==> src/rtl/decoder_onehot_pipe.sv <==
// decoder_onehot_pipe: per-lane index to one-hot decode behind a 2-entry skid-buffered valid/ready stage.
// Define DECODER_THERMO_EN to add the in_thermo port and per-beat thermometer decoding.
module decoder_onehot_pipe #(
   parameter int IDX_W     = 5,
   parameter int LANES     = 4,
   parameter int MSB_FIRST = 1,
   localparam int OUT_W    = 1 << IDX_W
) (
   input  logic                     clk,
   input  logic                     rst_n,
   input  logic [LANES*IDX_W-1:0]   in_idx,
   input  logic [LANES-1:0]         in_lane_val,
   input  logic                     in_valid,
   output logic                     in_ready,
`ifdef DECODER_THERMO_EN
   input  logic                     in_thermo,
`endif
   output logic [LANES*OUT_W-1:0]   out_onehot,
   output logic                     out_valid,
   input  logic                     out_ready
);
   localparam logic [OUT_W-1:0] ONE  = OUT_W'(1);
   localparam logic [OUT_W-1:0] ONES = '1;
   logic [LANES*OUT_W-1:0] dec;
   logic [LANES*OUT_W-1:0] main_q, main_d, skid_q, skid_d;
   logic                   valid_q, valid_d, full_q, full_d, ready_q;
   logic                   acc, xfer;
   // With OUT_W = 2^IDX_W, OUT_W-1-idx is simply ~idx in IDX_W bits.
   for (genvar k = 0; k < LANES; k++) begin : g_lane
      logic [IDX_W-1:0] idx, sh;
      logic [OUT_W-1:0] oh;
      assign idx = in_idx[k*IDX_W +: IDX_W];
      assign sh  = (MSB_FIRST != 0) ? ~idx : idx;
      assign oh  = ONE << sh;
`ifdef DECODER_THERMO_EN
      logic [OUT_W-1:0] th;
      assign th = (MSB_FIRST != 0) ? ONES << ~idx : ONES >> ~idx;
      assign dec[k*OUT_W +: OUT_W] = !in_lane_val[k] ? '0 : in_thermo ? th : oh;
`else
      assign dec[k*OUT_W +: OUT_W] = in_lane_val[k] ? oh : '0;
`endif
   end
   assign acc  = in_valid && ready_q;
   assign xfer = valid_q && out_ready;
   always_comb begin
      main_d  = main_q;
      skid_d  = skid_q;
      valid_d = valid_q;
      full_d  = full_q;
      if (full_q) begin
         if (xfer) begin
            main_d = skid_q;
            full_d = 1'b0;
         end
      end else if (acc) begin
         if (!valid_q || xfer) begin
            main_d  = dec;
            valid_d = 1'b1;
         end else begin
            skid_d = dec;
            full_d = 1'b1;
         end
      end else if (xfer) begin
         valid_d = 1'b0;
      end
   end
   always_ff @(posedge clk or negedge rst_n) begin
      if (!rst_n) begin
         main_q  <= '0;
         skid_q  <= '0;
         valid_q <= 1'b0;
         full_q  <= 1'b0;
         ready_q <= 1'b0;
      end else begin
         main_q  <= main_d;
         skid_q  <= skid_d;
         valid_q <= valid_d;
         full_q  <= full_d;
         ready_q <= !full_d;
      end
   end
   assert property (@(posedge clk) disable iff (!rst_n) !(full_q && acc));
   assign in_ready   = ready_q;
   assign out_valid  = valid_q;
   assign out_onehot = main_q;
endmodule

==> config.mk <==
export PLATFORM = sky130hd
export DESIGN_NAME = decoder_onehot_pipe
export DESIGN_NICKNAME = d
export VERILOG_FILES = /design/src/rtl/decoder_onehot_pipe.sv
export SDC_FILE = /design/constraint.sdc
export NUM_CORES = 1
export LEC_CHECK = 0
export ABC_AREA = 1
export BUFFER_PORTS_ARGS = -buffer_cell sky130_fd_sc_hd__buf_2
export CAP_MARGIN = 20
export CORE_MARGIN = 5
export CORE_UTILIZATION = 53
export DETAILED_ROUTE_END_ITERATION = 10
export PLACE_DENSITY = 0.77
export REMOVE_ABC_BUFFERS = 1
export SYNTH_ARGS = -nofsm -noshare
export SYNTH_HDL_FRONTEND = slang
export SYNTH_SLANG_ARGS = --single-unit
==> constraint.sdc <==
create_clock -name clk -period 1.4 [get_ports clk]
set_clock_uncertainty 0.05 [all_clocks]
set_input_delay 0.14 -clock clk [delete_from_list [all_inputs] [get_ports clk]]
set_output_delay 0.14 -clock clk [all_outputs]
set_load 0.1 [all_outputs]
* Word-level counts from Yosys, hierarchy flattened
Cells that the tools add are included.
** Word-level totals
- Bits of input ports :: 28
- Output and inout port bits :: 130
- Word-level logic and storage cells :: 43
- Register bits after elaboration :: 259
** Cells by class
- Multiplexer cells :: 15
- Equality and inequality tests :: 2
- Shifts and indexed selects :: 4
- Reductions and logical operators :: 11
- Bitwise gates (word level) :: 6
** Operator list (count)
- $mux W128 :: 4
- $mux W32 :: 4
- $shl A1 B5 Y32 const A :: 4
- $not A5 Y5 :: 4
- $reduce_and A3 Y1 :: 3
- $mux W1 :: 7
- $reduce_bool A2 Y1 :: 3
- $ne A2 B1 Y1 const B :: 2
- $logic_and A1 B1 Y1 :: 2
- $logic_not A1 Y1 :: 2
- $not A1 Y1 :: 2
- $logic_or A1 B1 Y1 :: 1

* Logic depth before layout (Yosys ltp)
- Depth after elaboration :: 6
- Mapped depth :: 8
- Depth with buffers taken out :: 7

* Worst setup path before layout
Ideal clock, no wire load.
- Path kind :: register to register
- Start :: register ready_q, in the netlist in_ready
- End :: register skid_q[13]
- Clock period less this slack :: 2.183 ns
- Setup slack :: -0.783 ns
- Required time :: 1.220 ns
- Data arrival time :: 2.003 ns
- Cell stages (with the launch flop) :: 8
- Library setup time :: 0.130 ns
- Buffers on the path :: 2
- Cells stage by stage :: dfrtp_1 -> nand2_1 -> nor3_4 -> inv_2 -> buf_2 -> buf_2 -> nand2_1 -> o21ai_1
** Between the ends
- Word-level cells in the longest chain between the ends :: 2
** RTL lines
- from (decl) :: line 26 : logic valid_q, valid_d, full_q, full_d, ready_q;
- from (signal assigned) :: line 79 : ready_q <= !full_d;
- $logic_and A1 B1 Y1 :: line 43 : assign acc = in_valid && ready_q;
- $reduce_and A3 Y1 (no source line)
- to (signal assigned) :: line 76 : skid_q <= skid_d;
- to (decl) :: line 25 : logic [LANES*OUT_W-1:0] main_q, main_d, skid_q, skid_d;
Every way passes these cells.
A chain may end at the register's enable or synchronous reset.

* Final worst setup path
- Start :: register valid_q, in the netlist out_valid
- End :: register skid_q[13]
** Between the ends
- Word-level cells in the longest chain between the ends :: 4
- Elaborated cells between the ends (all ways) :: 5
- Classes of those cells :: 1 x bitwise; 4 x reduce/logical
** RTL lines
- from (decl) :: line 26
- from (signal assigned) :: line 77 : valid_q <= valid_d;
- $logic_not A1 Y1 / $logic_and A1 B1 Y1 (equally long branches) :: line 56, 44
- $logic_or A1 B1 Y1 (*) :: line 56 : if (!valid_q || xfer) begin
- $not A1 Y1 (no source line) (*)
- $reduce_and A3 Y1 (no source line) (*)
Mark *: on every way between the ends. The rest lies on a longest branch, timed or not.

==> impl_summary.txt <==
----------------------------------------------------
[STA]
  Post-route worst setup slack ... -0.162 ns
  Part of the cycle the worst path needs ... 112%
  Slew Viols, Final ... 0
  Final setup violation count ... about 280
  Hold Fails Final Rpt ... 0
  Post-layout min period ... around 1.6 ns
  Unrepaired setup endpoints after global routing ... yes
  Max-slew headroom at the worst pin ... around 64%
  Actual slew at the worst max-slew pin ... approximately 0.54 ns
  Max frequency ... about 0.64 GHz

[Setup path]
  Critical Path, Cell by Cell ... nand2_1, nor3_4, inv_6, clkbuf_16, o21ai_1
  Worst path arrival time ... just under 2 ns
  Worst Reg-to-Reg Cells ... 5
  Max stage delay on crit path ... 0.41 ns
  Critical path capture point type ... flop
  Crit path buffers/inverters ... 2
  Type of element launching the critical path ... flop
  Critical path data required time ... ~1.8 ns
  Critical Path Slowest Stage Cell ... sky130_fd_sc_hd__dfrtp_2
  Crit path max fanout ... 40
  Worst Setup Path Type ... flop to flop
  Worst-case register-to-register setup slack ... -0.16 ns
  Worst reg2reg path startpoint ... out_valid
  R2r endpoint ... skid_q[13]
  Cell family with most CP delay ... simple AND/OR/NAND/NOR gates

[Clock network]
  H-tree levels ... 1
  Number of buffers on the longest clock path ... 3
  TritonCTS Sinks ... ~260
  Clock tree from TritonCTS ... yes
  Clock latency on the worst-skew pair ... ~0.53 ns
  Cell chosen for the clock root ... sky130_fd_sc_hd__clkbuf_16
  Number of clock buffers inserted by TritonCTS ... 28
  Clk slew on worst S/H paths ... about 0.060 ns

[Logic synthesis]
  Count of mapped cells out of synthesis ... roughly 1700
  Synthesis Warnings ... 0
  Number of storage elements in the synthesis netlist ... roughly 260
  Post-synthesis average cell area ... a little over 7 um2
  Register area share after synthesis ... between 50% and 60%
  Library cells used by synthesis ... 16
  Area of the mapped netlist ... roughly 12000 um2

[Floorplanning]
  Starting utilization of the core area ... a little over half
  Row count ... 55
  Top Ports ... approximately 160
  Placeable Area ... about 23000 um2
  Width of the chip ... 162 um
  Die Span Y ... 162 um
  Die area ... approximately 26000 um2

[Power]
  Internal power contribution ... ~21 mW
  Switching Power ... 19.5 mW
  Largest vdd supply drop ... 1830 uV
  Share of total power consumed by net switching ... ~49%
  Comb pwr share ... between 50% and 60%
  Clock network fraction of design power ... 19.1%
  Leak Pwr ... ~8.9 nW
  Fraction of power consumed by sequential logic ... between 20% and 30%
  Pwr Density ... roughly 2500 nW/um2

[Routing]
  DR vias ... ~12000
  DRC errors left ... 0
  Met1 WL ... between 15 and 20 mm
  Total wirelength of the detailed-routed design ... 34.5 mm
  Total length of routed met2 wires ... 16.6 mm
  DR pass1 iterations ... 5
  Drt via density ... ~5.3
  WL met3 ... just over 2 mm
  Number of DRC markers in iteration 0 ... ~1200
  DRT antenna net count ... 0
  Top routing layer used ... met4
  Average wire per cell in the routed design ... 15.8 um

[GRT]
  Global-route wire length before repair ... around 55 mm
  Congestion Overflow GR ... 0
  Vias in the first global route ... 11200
  Total global-route track usage ... between 20% and 30%
  Largest net degree at the start of global routing ... ~80
  Antenna violations before repair ... 0

[Status]
  Result of the run ... finished with violations
  Failing checks ... negative setup slack

[Layout]
  Layout Area Growth over Synthesis ... 32.4%
  Commonest cells after routing, fill and taps aside ... 701 x sky130_fd_sc_hd__nand2_1, 322 x sky130_fd_sc_hd__nor2_1, 255 x sky130_fd_sc_hd__dfrtp_1
  Filler instances ... 1687
  Number of inserted diodes ... 0
  Post-layout nets ... between 1500 and 2000
  Most frequent standard cell in the layout excluding fill and tap cells ... sky130_fd_sc_hd__nand2_1
  Count of non-filler cells in the finished layout ... between 2000 and 2500
  Fraction of layout cells with a size suffix above 1 ... between 10% and 20%

[Worst hold path]
  Worst hold-check path type ... input pin to flop
  Sink of the worst hold path ... skid_q[124]
  Worst hold path cell count ... 5
  Startpoint of the worst hold path ... in_idx[16]

[Place]
  Detailed placer's ending HPWL ... about 20 mm
  Total placed cells including tap cells ... between 2000 and 2500
  Final Wtd Congestion ... between 0.8 and 0.9
  Number of buffers inserted by port buffering ... about 160
  Worst slack at placement ... -0.189 ns

[Job]
  Maximum Capacitance Violations ... 0

----------------------------------------------------
## routing by layer
metal  global-route usage (%)  vias up
li1                         -     5623
met1                     35.4     5546
met4                     6.00        0
met3                     4.16       52
met5                        0        -
met2                     39.7      379
## repair_timing
item,4_1_cts,5_1_grt
hold endpoints to repair,271,0
buffers inserted,3,6
resized for setup,172,74
gates cloned,9,13
pin swaps,2,29
hold buffers,8,0
setup endpoints to repair,375,363
## cell families (layout without fill, tap and decap cells)
| logic type | Yosys count | after routing | share of synthesized area [%] |
|---|---|---|---|
| AND/OR/NAND/NOR | 1159 | 1159 | 36.7 |
| flip-flops | 259 | 259 | 53.0 |
| buffers and inverters | 141 | 347 | 4.93 |
| AO/OA/AOI/OAI | 131 | 131 | 5.36 |
## how the worst max path moves through the flow
stage	from	endpoint	slack, ns	cells after the start
after detailed placement	out_valid	out_onehot[98]	-0.19	7
after CTS	full_q	out_onehot[3]	-0.14	9
after floorplan	full_q	out_onehot[0]	-5.51	6
after global routing	out_valid	skid_q[13]	-0.24	5
final	out_valid	skid_q[13]	-0.16	5
after global placement	out_valid	out_onehot[22]	-0.14	7
## worst min-delay path, stage by stage
cell	delay (ns)
sky130_fd_sc_hd__buf_2	0.15
sky130_fd_sc_hd__nand2_1	0.07
sky130_fd_sc_hd__nor2_1	0.05
sky130_fd_sc_hd__nand3_1	0.08
sky130_fd_sc_hd__o21ai_1	0.07
## power groups by stage
stage / Combinational [mW] / Sequential, mW / Clock [mW]
5_1_grt: 23.7 / 10.1 / 8.10
4_1_cts: 20.6 / 9.90 / 7.69
3_5_place_dp: 18.3 / 9.88 / 0
2_1_floorplan: 4.75 / 22.8 / 0
6_report: 22.4 / 9.98 / 7.63
3_3_place_gp: 18.1 / 9.86 / 0
## registers in the layout, summed over array words and instances (netlist names)
register	flops
full_q	1
in_ready	1
out_onehot	128
out_valid	1
skid_q	128
## cell type report
class / instances / area [um2] / area share [%]
flip-flops and latches: 259 / 6490 / 40.1
multi-input cells: 1290 / 5330 / 32.9
repair buffers: 264 / 2940 / 18.1
clock buffers: 47 / 883 / 5.46
well taps: 285 / 357 / 2.20
inverters: 32 / 133 / 0.819
clock inverters: 4 / 70.1 / 0.433
## synth_stat cells
master                     count  area, um2
sky130_fd_sc_hd__a21oi_1       1       5.00
sky130_fd_sc_hd__dfrtp_1     259       6480
sky130_fd_sc_hd__clkinv_1      5       18.8
sky130_fd_sc_hd__o21ai_1      92        460
sky130_fd_sc_hd__inv_1        25       93.8
sky130_fd_sc_hd__buf_4         1       7.51
sky130_fd_sc_hd__nor2_1      333       1250
sky130_fd_sc_hd__o21ai_0      38        190
sky130_fd_sc_hd__clkbuf_1     50        188
sky130_fd_sc_hd__buf_2        56        280
sky130_fd_sc_hd__nor3_4        1       16.3
sky130_fd_sc_hd__inv_2         2       7.51
sky130_fd_sc_hd__nand4_1      15       93.8
sky130_fd_sc_hd__buf_1         2       7.51
sky130_fd_sc_hd__nand2_1     741       2780
sky130_fd_sc_hd__nand3_1      69        345
## stage by stage
step / instance area, um2 / utilization [%] / TNS (ns) / power (mW) / hold WS [ns]
finish: 16200 / 71.3 / -23.72 / 40.0 / 0.0267
global route: 16200 / 71.3 / -45.30 / 42.0 / 0.0432
CTS: 15600 / 68.6 / -21.20 / 38.2 / 0.00462
detailed placement: 13800 / 60.6 / -24.03 / 28.2 / 0.0157
global placement: 13800 / 60.6 / -12.78 / 28.0 / 0.0114
floorplan: 11700 / - / -1001.12 / 27.6 / -0.206
No activity file was read; power rests on OpenSTA's default activity.
